===== src/rtl/stopwatch_pkg.sv =====
// Shared types and default parameters for the stopwatch controller slice.
package stopwatch_pkg;

    typedef enum logic [1:0] {
        IDLE  = 2'd0,
        RUN   = 2'd1,
        SPLIT = 2'd2,
        PAUSE = 2'd3
    } sw_state_e;

    localparam int unsigned DEF_DATA_WIDTH = 16;
    localparam int unsigned DEF_MAX        = 99;
    localparam int unsigned DEF_PRESCALE   = 4;
    localparam int unsigned DEF_LAP_DEPTH  = 4;

endpackage


===== src/rtl/stopwatch_ctrl_if.sv =====
// Button inputs and display/lap outputs of the stopwatch controller.
interface stopwatch_ctrl_if #(
    parameter int unsigned DATA_WIDTH = 16
);
    logic                  ss_btn;
    logic                  lap_btn;
    logic                  lap_rd;
    logic [DATA_WIDTH-1:0] count;
    logic [DATA_WIDTH-1:0] display;
    logic                  running;
    logic                  wrap;
    logic                  lap_valid;
    logic [DATA_WIDTH-1:0] lap_data;
    logic                  lap_full;

    modport master (
        output ss_btn, lap_btn, lap_rd,
        input  count, display, running, wrap, lap_valid, lap_data, lap_full
    );

    modport slave (
        input  ss_btn, lap_btn, lap_rd,
        output count, display, running, wrap, lap_valid, lap_data, lap_full
    );
endinterface


===== src/rtl/stopwatch_ctrl_lap_fifo.sv =====
// Show-ahead lap FIFO: dout presents the head whenever valid, zero when empty.
// A push into a full FIFO is dropped unless a pop happens in the same cycle.
module lap_fifo #(
    parameter int unsigned WIDTH = 16,
    parameter int unsigned DEPTH = 4
) (
    input  logic             clk,
    input  logic             resetn,
    input  logic             push,
    input  logic             pop,
    input  logic             flush,
    input  logic [WIDTH-1:0] din,
    output logic [WIDTH-1:0] dout,
    output logic             valid,
    output logic             full
);
    localparam int unsigned AW = $clog2(DEPTH);

    logic [WIDTH-1:0] mem [DEPTH];
    logic [AW-1:0]    rd_ptr;
    logic [AW-1:0]    wr_ptr;
    logic [AW:0]      used;
    logic             do_push;
    logic             do_pop;

    assign valid   = (used != '0);
    assign full    = (used == (AW+1)'(DEPTH));
    assign do_pop  = pop && valid;
    assign do_push = push && (!full || do_pop);
    assign dout    = valid ? mem[rd_ptr] : '0;

    // Pointer and occupancy bookkeeping; flush empties the FIFO.
    always_ff @(posedge clk or negedge resetn) begin
        if (!resetn) begin
            rd_ptr <= '0;
            wr_ptr <= '0;
            used   <= '0;
        end else if (flush) begin
            rd_ptr <= '0;
            wr_ptr <= '0;
            used   <= '0;
        end else begin
            if (do_pop)  rd_ptr <= rd_ptr + AW'(1);
            if (do_push) wr_ptr <= wr_ptr + AW'(1);
            case ({do_push, do_pop})
                2'b10:   used <= used + (AW+1)'(1);
                2'b01:   used <= used - (AW+1)'(1);
                default: used <= used;
            endcase
        end
    end

    // Storage write; contents beyond the occupancy window are don't-care.
    always_ff @(posedge clk) begin
        if (do_push && !flush) mem[wr_ptr] <= din;
    end
endmodule


===== src/rtl/stopwatch_ctrl.sv =====
// Stopwatch sequencing controller: start/stop/split/clear FSM, prescaled
// wrap-around counter and frozen split display.
// Optional lap FIFO enabled by defining STOPWATCH_LAP_FIFO_EN.
module stopwatch_ctrl
    import stopwatch_pkg::*;
#(
    parameter int unsigned DATA_WIDTH = DEF_DATA_WIDTH,
    parameter int unsigned MAX        = DEF_MAX,
    parameter int unsigned PRESCALE   = DEF_PRESCALE,
    parameter int unsigned LAP_DEPTH  = DEF_LAP_DEPTH
) (
    input logic             clk,
    input logic             resetn,
    stopwatch_ctrl_if.slave bus
);
    localparam int unsigned           PS_W    = (PRESCALE > 1) ? $clog2(PRESCALE) : 1;
    localparam logic [PS_W-1:0]       PS_LAST = PS_W'(PRESCALE - 1);
    localparam logic [DATA_WIDTH-1:0] CNT_MAX = DATA_WIDTH'(MAX);

    sw_state_e             state_q;
    sw_state_e             state_d;
    logic [PS_W-1:0]       prescale_q;
    logic [DATA_WIDTH-1:0] count_q;
    logic [DATA_WIDTH-1:0] split_q;
    logic                  wrap_q;
    logic                  active;
    logic                  tick;
    logic                  start;
    logic                  capture;
    logic                  clear;

    assign active = (state_q == RUN) || (state_q == SPLIT);

    // State register.
    always_ff @(posedge clk or negedge resetn) begin
        if (!resetn) state_q <= IDLE;
        else         state_q <= state_d;
    end

    // Next state and per-cycle control strobes; ss_btn has priority over lap_btn.
    always_comb begin
        state_d = state_q;
        start   = 1'b0;
        capture = 1'b0;
        clear   = 1'b0;
        tick    = active && (prescale_q == PS_LAST);
        case (state_q)
            IDLE: begin
                if (bus.ss_btn) begin
                    state_d = RUN;
                    start   = 1'b1;
                end
            end
            RUN, SPLIT: begin
                if (bus.ss_btn) begin
                    state_d = PAUSE;
                end else if (bus.lap_btn) begin
                    state_d = SPLIT;
                    capture = 1'b1;
                end
            end
            PAUSE: begin
                if (bus.ss_btn) begin
                    state_d = RUN;
                end else if (bus.lap_btn) begin
                    state_d = IDLE;
                    clear   = 1'b1;
                end
            end
            default: state_d = IDLE;
        endcase
    end

    // Prescaler, count, split capture and wrap pulse; the current state governs the tick.
    always_ff @(posedge clk or negedge resetn) begin
        if (!resetn) begin
            prescale_q <= '0;
            count_q    <= '0;
            split_q    <= '0;
            wrap_q     <= 1'b0;
        end else begin
            wrap_q <= tick && (count_q == CNT_MAX);
            if (capture) split_q <= count_q;
            if (clear) begin
                prescale_q <= '0;
                count_q    <= '0;
            end else begin
                if (start) begin
                    prescale_q <= '0;
                end else if (active) begin
                    prescale_q <= tick ? '0 : prescale_q + PS_W'(1);
                end
                if (tick) begin
                    count_q <= (count_q == CNT_MAX) ? '0 : count_q + DATA_WIDTH'(1);
                end
            end
        end
    end

    assign bus.count   = count_q;
    assign bus.display = (state_q == SPLIT) ? split_q : count_q;
    assign bus.running = active;
    assign bus.wrap    = wrap_q;

`ifdef STOPWATCH_LAP_FIFO_EN
    lap_fifo #(
        .WIDTH (DATA_WIDTH),
        .DEPTH (LAP_DEPTH)
    ) u_lap_fifo (
        .clk    (clk),
        .resetn (resetn),
        .push   (capture),
        .pop    (bus.lap_rd),
        .flush  (clear),
        .din    (count_q),
        .dout   (bus.lap_data),
        .valid  (bus.lap_valid),
        .full   (bus.lap_full)
    );
`else
    assign bus.lap_data  = '0;
    assign bus.lap_valid = 1'b0;
    assign bus.lap_full  = 1'b0;
`endif
endmodule


===== src/flat_wrapper.sv =====
// flat-port wrapper written by rule: the top's interface ports become plain ports
module stopwatch_ctrl_flat import stopwatch_pkg::*;
#(
    parameter int unsigned DATA_WIDTH = DEF_DATA_WIDTH,
    parameter int unsigned MAX        = DEF_MAX,
    parameter int unsigned PRESCALE   = DEF_PRESCALE,
    parameter int unsigned LAP_DEPTH  = DEF_LAP_DEPTH
)
  (clk, resetn, bus_ss_btn, bus_lap_btn, bus_lap_rd, bus_count, bus_display, bus_running, bus_wrap, bus_lap_valid, bus_lap_data, bus_lap_full);
  stopwatch_ctrl_if #(.DATA_WIDTH(DATA_WIDTH)) bus_i ();
  input logic clk;
  input logic resetn;
  input wire logic [$bits(bus_i.ss_btn)-1:0] bus_ss_btn;
  input wire logic [$bits(bus_i.lap_btn)-1:0] bus_lap_btn;
  input wire logic [$bits(bus_i.lap_rd)-1:0] bus_lap_rd;
  output wire logic [$bits(bus_i.count)-1:0] bus_count;
  output wire logic [$bits(bus_i.display)-1:0] bus_display;
  output wire logic [$bits(bus_i.running)-1:0] bus_running;
  output wire logic [$bits(bus_i.wrap)-1:0] bus_wrap;
  output wire logic [$bits(bus_i.lap_valid)-1:0] bus_lap_valid;
  output wire logic [$bits(bus_i.lap_data)-1:0] bus_lap_data;
  output wire logic [$bits(bus_i.lap_full)-1:0] bus_lap_full;
  assign bus_i.ss_btn = bus_ss_btn;
  assign bus_i.lap_btn = bus_lap_btn;
  assign bus_i.lap_rd = bus_lap_rd;
  assign bus_count = bus_i.count;
  assign bus_display = bus_i.display;
  assign bus_running = bus_i.running;
  assign bus_wrap = bus_i.wrap;
  assign bus_lap_valid = bus_i.lap_valid;
  assign bus_lap_data = bus_i.lap_data;
  assign bus_lap_full = bus_i.lap_full;
  stopwatch_ctrl #(.DATA_WIDTH(DATA_WIDTH), .MAX(MAX), .PRESCALE(PRESCALE), .LAP_DEPTH(LAP_DEPTH)) u_core (.clk(clk), .resetn(resetn), .bus(bus_i));
endmodule

===== config.mk =====
export PLATFORM = sky130hd
export DESIGN_NAME = stopwatch_ctrl_flat
export DESIGN_NICKNAME = d
export VERILOG_FILES = /design/src/rtl/stopwatch_pkg.sv /design/src/rtl/stopwatch_ctrl_if.sv /design/src/rtl/stopwatch_ctrl_lap_fifo.sv /design/src/rtl/stopwatch_ctrl.sv /design/src/flat_wrapper.sv
export SDC_FILE = /design/constraint.sdc
export NUM_CORES = 1
export LEC_CHECK = 0
export ABC_AREA = 1
export BUFFER_PORTS_ARGS = -buffer_cell sky130_fd_sc_hd__buf_2
export CORE_MARGIN = 1
export CORE_UTILIZATION = 57
export DETAILED_ROUTE_END_ITERATION = 8
export PLACE_DENSITY = 0.91
export SLEW_MARGIN = 20
export SYNTH_ARGS = -nofsm -noshare
export SYNTH_HDL_FRONTEND = slang
export SYNTH_HIERARCHICAL = 1
export SYNTH_SLANG_ARGS = --single-unit

===== constraint.sdc =====
create_clock -name clk -period 4 [get_ports clk]
set_input_delay 0.8 -clock clk [delete_from_list [all_inputs] [get_ports clk]]
set_output_delay 0.8 -clock clk [all_outputs]
set_load 0.03 [all_outputs]

== Word level (Yosys, flattened, before mapping) ==
Cells that the tools add are included.
W data, S select, Z words.

* Add/sub/neg operators: 2
* Equal/unequal tests: 8
* Mux-type cells: 20
* Reductions and logical operators: 8

{| class="wikitable"
|+ Operator list
! kind !! count
|-
| $mux W16 || 4
|-
| $mux W2 || 9
|-
| $add A16 B1 Y16 const B || 1
|-
| $eq A16 B7 Y1 const B || 1
|-
| $eq A2 B2 Y1 const B || 3
|-
| $mux W1 || 6
|-
| $ne A3 B3 Y1 const B || 2
|-
| $pmux W2 S3 || 1
|-
| $reduce_and A3 Y1 || 1
|-
| $reduce_bool A3 Y1 || 1
|-
| $add A2 B1 Y2 const B || 1
|-
| $eq A2 B1 Y1 const B || 1
|-
| $logic_and A1 B1 Y1 || 2
|-
| $logic_not A2 Y1 || 1
|-
| $ne A2 B2 Y1 const B || 1
|-
| $reduce_bool A2 Y1 || 1
|-
| $reduce_or A2 Y1 || 1
|-
| $logic_or A1 B1 Y1 || 1
|}

* Register bits: 37
* Input bits: 5
* Output and inout port bits: 52
* Logic and storage cells: 43

== Depth between registers and ports, before layout ==
Gate-level depths: netlist of run 1.

* Depth in word-level cells: 7
* Mapped depth: 8
* Mapped depth without buffers: 8

== Worst setup path after synthesis of run 1 ==
OpenSTA, ideal clock, no wires.

* Path type: register -> output
* From: reg u_core.state_q[0]
* To: out bus_display[11]
* Arrival time: 1547 ps
* Path slack: 1653 ps
* Stages on the path, launching flop included: 5
* Buffers on the path: 1
* Cell sequence: dfrtp_1 -> inv_1 -> ha_1 -> clkbuf_1 -> o21ai_0

* Cells in the longest elaborated chain, start to end: 2

{| class="wikitable"
|+ Ends and longest elaborated chain
! element !! RTL line !! source
|-
| start: declaration || stopwatch_ctrl.sv:20 || <nowiki>sw_state_e state_q;</nowiki>
|-
| start signal: assignment || stopwatch_ctrl.sv:37 || <nowiki>else state_q <= state_d;</nowiki>
|-
| $eq A2 B2 Y1 || stopwatch_ctrl.sv:101 || <nowiki>assign bus.display = (state_q == SPLIT) ? split_q : count_q;</nowiki>
|-
| $mux W16 || stopwatch_ctrl.sv:101 ||
|-
| end: declaration || flat_wrapper.sv:17 || <nowiki>output wire logic [$bits(bus_i.display)-1:0] bus_display;</nowiki>
|}

Every way passes these cells.

== Worst setup path in the final report of run 1 ==
* From: reg u_core.state_q[0]
* To: out bus_display[5]

The elaborated chain is that of the path after synthesis.

==> results of run 1 <==
-- cell type report --
cell class | count | area share, %
repair buffers | 37 | 7.378
inverters | 30 | 4.487
clock buffers | 7 | 3.838
multi-input cells | 234 | 44.82
flip-flops and latches | 37 | 36.89
clock inverters | 1 | 0.1994
well taps | 48 | 2.393
-- cells by family after synthesis --
group                    share of synthesized area [%]
AO/OA/AOI/OAI                                    11.04
other                                           0.1646
AND/OR/NAND/NOR                                  30.92
buffers and inverters                            12.79
flip-flops                                       40.64
adder cells (fa/ha/maj)                          3.295
XOR/XNOR                                         1.153
-- power groups by stage --
stage | Combinational, mW | Sequential, mW | Clock [mW]
floorplan | 0.372 | 0.488 | 0
global placement | 0.464 | 0.467 | 0
detailed placement | 0.479 | 0.469 | 0
CTS | 0.481 | 0.463 | 0.289
global route | 0.534 | 0.470 | 0.300
finish | 0.482 | 0.463 | 0.286
-- synth_stat cells --
master	n	area [sq um]
nand4_1	8	50.05
clkinv_1	1	3.750
dfrtp_1	37	925.9
nor2_1	23	86.33
o21ai_0	33	165.2
xor2_1	3	26.28
nor2_2	3	18.77
inv_2	4	15.01
buf_6	1	11.26
o21ai_1	12	60.06
nand2_1	90	337.8
conb_1	1	3.750
nor2_4	4	45.04
nand3_1	23	115.1
nand2_2	5	31.28
buf_4	18	135.1
clkbuf_1	6	22.52
buf_2	2	10.01
nand3_2	2	20.02
a21oi_1	2	10.01
a21oi_2	1	8.760
inv_1	25	93.84
ha_1	6	75.07
o211ai_1	1	7.510
-- stage by stage --
step / instance area, sq um / setup slack, ns / hold WS [ns] / instances
floorplan: 2342 / 1.653 / 0.4534 / 328
global placement: 2409 / 1.507 / 0.4658 / 386
detailed placement: 2409 / 1.473 / 0.4742 / 386
CTS: 2510 / 1.137 / 0.4917 / 394
global route: 2510 / 0.9238 / 0.5133 / 394
finish: 2510 / 1.168 / 0.4878 / 394
-- metal layers --
metal / share of wire, % / global-route usage [%] / up-vias
met5: 0 / 0 / -
met4: 1.4 / 6.793 / 0
met3: 7.7 / 5.035 / 9
met2: 46 / 39.18 / 96
met1: 45 / 34.12 / 996
li1: - / - / 1029
-- flip-flops by register name, summed over array words and instances (netlist names) --
signal	cells
u_core/bus.wrap	1
u_core/state_q	2
u_core/split_q	16
u_core/bus.count	16
u_core/prescale_q	2
-- worst reg2reg max path: cells and delay by family, from the launching register on --
kind | cells | cell delay [ns]
and+or+nand+nor | 1 | 0.73
AOI/OAI and AO/OA | 1 | 0.46
adders and majority gates | 1 | 0.42
DFF | 1 | 0.39
buffers and inverters | 1 | 0.09
-- final timing paths --
check	from	end	slack, ns	cells after the start
min reg2reg	u_core/split_q[2]	u_core/split_q[2]	0.49	2
max in group asynchronous	resetn	u_core/bus.count[8]	2.89	1
max reg2reg	u_core/state_q[1]	u_core/split_q[9]	1.81	4
min	u_core/split_q[2]	u_core/split_q[2]	0.49	2
max	u_core/state_q[0]	bus_display[5]	1.17	4
min in group asynchronous	resetn	u_core/split_q[14]	0.60	1
==> key figures, run 1 <==
Synthesis
  • Post-Synthesis Cells: roughly 310
  • Syn. warnings: 6
  • Mapped Area: 2278 sq um
  • Mapped Avg Cell Area: between 7 and 8 sq um
  • Distinct cells, synth: 24
  • Synth Register Bits: 37
  • Register area share after synthesis: 40.64%

Clocking
  • # clock sinks: 37
  • H-tree levels: 2
  • CTS tree: done
  • Cts repair resizes: 0
  • Hold-fix buffers at CTS: 0
  • Clock buffer depth: 2
  • Worst-skew pair later-pin latency: around 0.29 ns
  • Clk slew on worst S/H paths: roughly 0.07 ns
  • Post-CTS setup buffers: 0
  • Root Buffer: clkbuf_8
  • Total CTS buffers: 5

Final layout
  • Fillers: around 340
  • Final Util: 67.05%
  • Commonest non-fill, non-tap cell in the layout: nand2_1
  • Final nets: about 360
  • Multi-input logic area: ~1100 sq um
  • Layout cell share with drive strength beyond 1: 18.50%
  • ANT cells: 0
  • Area growth syn-to-layout: 10.16%
  • Sequential cell area: a little over 900 sq um
  • Most frequent cells in the layout: 90 x nand2_1, 37 x buf_2, 37 x dfrtp_1

Die
  • Row cnt: 22
  • Die W: 65.23 microns
  • IO Count: 57
  • Area of the die: roughly 4300 sq um
  • Core area: between 3000 and 4000 sq um
  • Die height: about 65 microns
  • Starting Density: between 60% and 70%

Place
  • Final GP Congestion: ~0.85
  • Count of buffers from port buffering: 37
  • HPWL after DPL: ~3.5 mm

Power and ir drop
  • Internal: around 0.7 mW
  • Clock Power Share: around 23%
  • Psw: ~0.53 mW
  • Sw frac: 43.24%
  • Overall power: ~1.2 mW
  • Power per Cell Area: around 500 nW/um^2
  • LEAKAGE: 1.290 nW
  • Max VDD drop: 0.0003778 V
  • Combinational share of power: around two fifths
  • Seq pwr share: 37.7%

Setup path
  • Critical Path AT: around 2 ns
  • WP data required: about 3.2 ns
  • Crit end category: output pin
  • Slowest cell on the critical path: ha_1
  • Max incr delay on CP: about 0.76 ns
  • Crit path buf inv count: 2
  • CP max FO: 32
  • Cell family with most CP delay: adder cells
  • CP Cell Sequence: inv_1, ha_1, o21ai_0, buf_2
  • CP startpoint kind: register
  • Crit path kind: reg2out

STA
  • Final setup vio count: 0
  • Relative slew slack: between 30% and 40%
  • Max Clk Rate: 353.0 MHz
  • Clock Skew: 0.008638 ns
  • Crit path time final: between 2 and 3 ns
  • Sum of negative setup slack: 0 ns
  • RSZ-0062 raised after global routing: no
  • Post-route clock period utilization: between 70% and 80%
  • Slew Limit Fails: 0
  • Hold Vio Cnt, Final: 0
  • Worst slew pin tran: slightly below 1 ns

GRT
  • First-pass GRT wire length: between 8 and 9 mm
  • Via count of the first global-routing pass: 1,824
  • Grt total ovfl: 0
  • Initial antenna violation count: 0
  • Total GRT Usage: 24.65%
  • Pin count of the biggest net entering global routing: 38

Worst hold path
  • Min-Delay Path Class: reg2reg

Routing
  • Via density: roughly 5.4
  • Drt total wl: around 5 mm
  • Vias: roughly 2,100
  • DRT antenna net count: 0
  • Drt first pass iters: 5
  • Drt drc: 0
  • Initial DRC Count: 179
  • Routed wire per std cell: approximately 13 microns

Outcome
  • Status: finished, final reports clean

Job
  • Max-cap violation count: 0
(Power assumes the default switching activity.)
==> inputs of run 2 (changes only) <==
--- a/config.mk
+++ b/config.mk
@@ -8,9 +8,9 @@
 export ABC_AREA = 1
 export BUFFER_PORTS_ARGS = -buffer_cell sky130_fd_sc_hd__buf_2
 export CORE_MARGIN = 1
-export CORE_UTILIZATION = 57
+export CORE_UTILIZATION = 48
 export DETAILED_ROUTE_END_ITERATION = 8
-export PLACE_DENSITY = 0.91
+export PLACE_DENSITY = 0.82
 export SLEW_MARGIN = 20
 export SYNTH_ARGS = -nofsm -noshare
 export SYNTH_HDL_FRONTEND = slang
==> constraint.sdc (replaced) <==
create_clock -name clk -period 2.4 [get_ports clk]
set_input_delay 0.48 -clock clk [delete_from_list [all_inputs] [get_ports clk]]
set_output_delay 0.48 -clock clk [all_outputs]
set_load 0.03 [all_outputs]
==> run 2 against run 1 <==
Against the previous run:
- worst hold slack worse by 0.21 ns
- largest power group unchanged
- die area is 18% higher
- final area is 0.50% higher
- sequential share of layout area is 0.18 points lower
- largest cell class unchanged
==> key figures, run 2 (same netlist as run 1, synthesis figures left out) <==
Outcome
  • Status: finished, final reports clean

Setup path
  • FF-to-FF Start: u_core/state_q[0]
  • Reg-to-reg endpoint: u_core/prescale_q[0]
  • CP max FO: 32 (unchanged)
  • CP startpoint kind: register
  • WP data required: 1.92 ns (-1.28 ns)
  • Reg2reg path depth: 7 (+3)
  • Critical Path AT: 1.64 ns (-0.39 ns)
  • Crit end category: output pin
  • FF-to-FF setup slack: 0.59 ns (-1.22 ns)
  • Crit path kind: reg2out

Clocking
  • CTS tree: done
  • Hold-fix buffers at CTS: 0 (unchanged)
  • H-tree levels: 2 (unchanged)
  • Total CTS buffers: 5 (unchanged)
  • Clock buffer depth: 2 (unchanged)
  • Root Buffer: clkbuf_8
  • Post-CTS setup buffers: 0 (unchanged)
  • Cts repair resizes: 0 (unchanged)
  • Clk slew on worst S/H paths: 0.07 ns (about the same)
  • Worst-skew pair later-pin latency: 0.29 ns (about the same)
  • # clock sinks: 37 (unchanged)

Place
  • Final GP Congestion: 0.8947 (+5.7%)
  • DP Worst Slack: 0.6050 ns (-0.8685 ns)
  • HPWL after DPL: 3.719 mm (+5.2%)
  • Count of buffers from port buffering: 37 (unchanged)

STA
  • Final setup vio count: 0 (unchanged)
  • Relative slew slack: 45.26% (+11 points)
  • Clock Skew: 0.003991 ns (-0.004647 ns)
  • Worst slew pin tran: 0.8212 ns (-0.1570 ns)
  • Max Clk Rate: approximately 470 MHz
  • RSZ-0062 raised after global routing: no
  • Sum of negative setup slack: 0 ns (unchanged)
  • Hold Vio Cnt, Final: 0 (unchanged)
  • Slew Limit Fails: 0 (unchanged)
  • Post-route clock period utilization: about nine tenths
  • Crit path time final: around 2.1 ns
  • Worst Slack Setup Final: 0.2827 ns (-0.8848 ns)

Job
  • Max-cap violation count: 0 (unchanged)

GRT
  • Total GRT Usage: 21.46% (-3.2 points)
  • Initial antenna violation count: 0 (unchanged)
  • First-pass GRT wire length: 8.286 mm (+2.6%)
  • Via count of the first global-routing pass: 1,813 (-0.60%)
  • Pin count of the biggest net entering global routing: 38 (unchanged)
  • Grt total ovfl: 0 (unchanged)

Die
  • Area of the die: 5026 sq um (+18%)
  • Die W: 70.90 microns (+8.7%)
  • Row cnt: 24 (+9.1%)
  • Starting Density: 51.27% (-9.6 points)
  • Die height: 70.90 microns (+8.7%)
  • IO Count: 57 (unchanged)
  • Core area: 4444 sq um (+19%)

Routing
  • Drt total wl: 5.088 mm (+1.8%)
  • Drt drc: 0 (unchanged)
  • Vias: 2,083 (-2.2%)
  • Routed wire per std cell: 12.72 microns (+0.23%)
  • Drt first pass iters: 7 (+2)
  • Initial DRC Count: 206 (+15%)
  • DRT antenna net count: 0 (unchanged)
  • Via density: 5.208 (-3.7%)

Power and ir drop
  • Power per Cell Area: 810.4 nW/um^2 (+65%)
  • LEAKAGE: 1.294 nW (+0.29%)
  • Max VDD drop: 0.0004638 V (+23%)

Final layout
  • Commonest non-fill, non-tap cell in the layout: nand2_1
  • Most frequent cells in the layout: 90 x nand2_1, 37 x buf_2, 37 x dfrtp_1
  • Area growth syn-to-layout: 10.71%
  • ANT cells: 0 (unchanged)
  • Fillers: 452 (+35%)
  • Final nets: 359 (+0.84%)
  • Multi-input logic area: 1125 sq um (unchanged)
  • Layout cell share with drive strength beyond 1: 18.68% (+0.18 points)
  • Sequential cell area: 925.9 sq um (unchanged)

Worst hold path
  • Min-Delay Path Class: in2async
==> run 2: metrics by stage <==
stage                     power [mW]  cells  hold slack (ns)  area (sq um)  util [%]
after global placement         1.574    393           0.4658          2436     54.81
after floorplan                1.434    328           0.1844          2342         -
after global routing           2.169    400           0.3547          2522     56.76
after CTS                      2.055    400           0.3131          2522     56.76
final                          2.044    400           0.2739          2522     56.76
after detailed placement       1.614    393           0.4736          2436     54.81
==> run 2: where the power goes <==
group	switching (mW)	total, mW	leakage [nW]	internal, mW
Combinational	0.613	0.830	0.743	0.218
Clock	0.207	0.435	0.0443	0.228
Sequential	0.0774	0.779	0.506	0.702
Total	0.897	2.04	1.29	1.15
==> run 2: layer usage <==
layer / vias up / track usage (%) / wire length [microns]
li1: 1035 / - / -
met1: 960 / 29.16 / 2360
met2: 79 / 33.87 / 2394
met3: 9 / 3.134 / 243
met4: 0 / 10.22 / 90
met5: - / 0 / 0
==> run 2: worst max-delay path, cell delays in order, from the launching register on <==
cell and delay [ns]:
dfrtp_1 0.41, inv_1 0.12, ha_1 0.16, buf_4 0.27
nand2_1 0.08, o21ai_0 0.08, buf_2 0.23
==> run 2: final cells by class <==
type | instances | share of cell area (%)
multi-input cells | 234 | 44.59
flip-flops and latches | 37 | 36.71
clock buffers | 7 | 3.423
repair buffers | 40 | 8.234
inverters | 30 | 4.464
well taps | 52 | 2.579
==> run 2: how the worst max path moves through the flow <==
| stage | slack, ns | depth (start not counted) | start | to |
|---|---|---|---|---|
| after floorplan | 0.37 | 4 | u_core/state_q[0] | bus_display[11] |
| after global placement | 0.62 | 6 | u_core/state_q[0] | bus_display[0] |
| after detailed placement | 0.61 | 7 | u_core/state_q[0] | u_core/prescale_q[0] |
| after CTS | 0.28 | 6 | u_core/state_q[0] | bus_display[1] |
| after global routing | 0.16 | 6 | u_core/state_q[0] | bus_display[7] |
| final | 0.28 | 6 | u_core/state_q[0] | bus_display[14] |
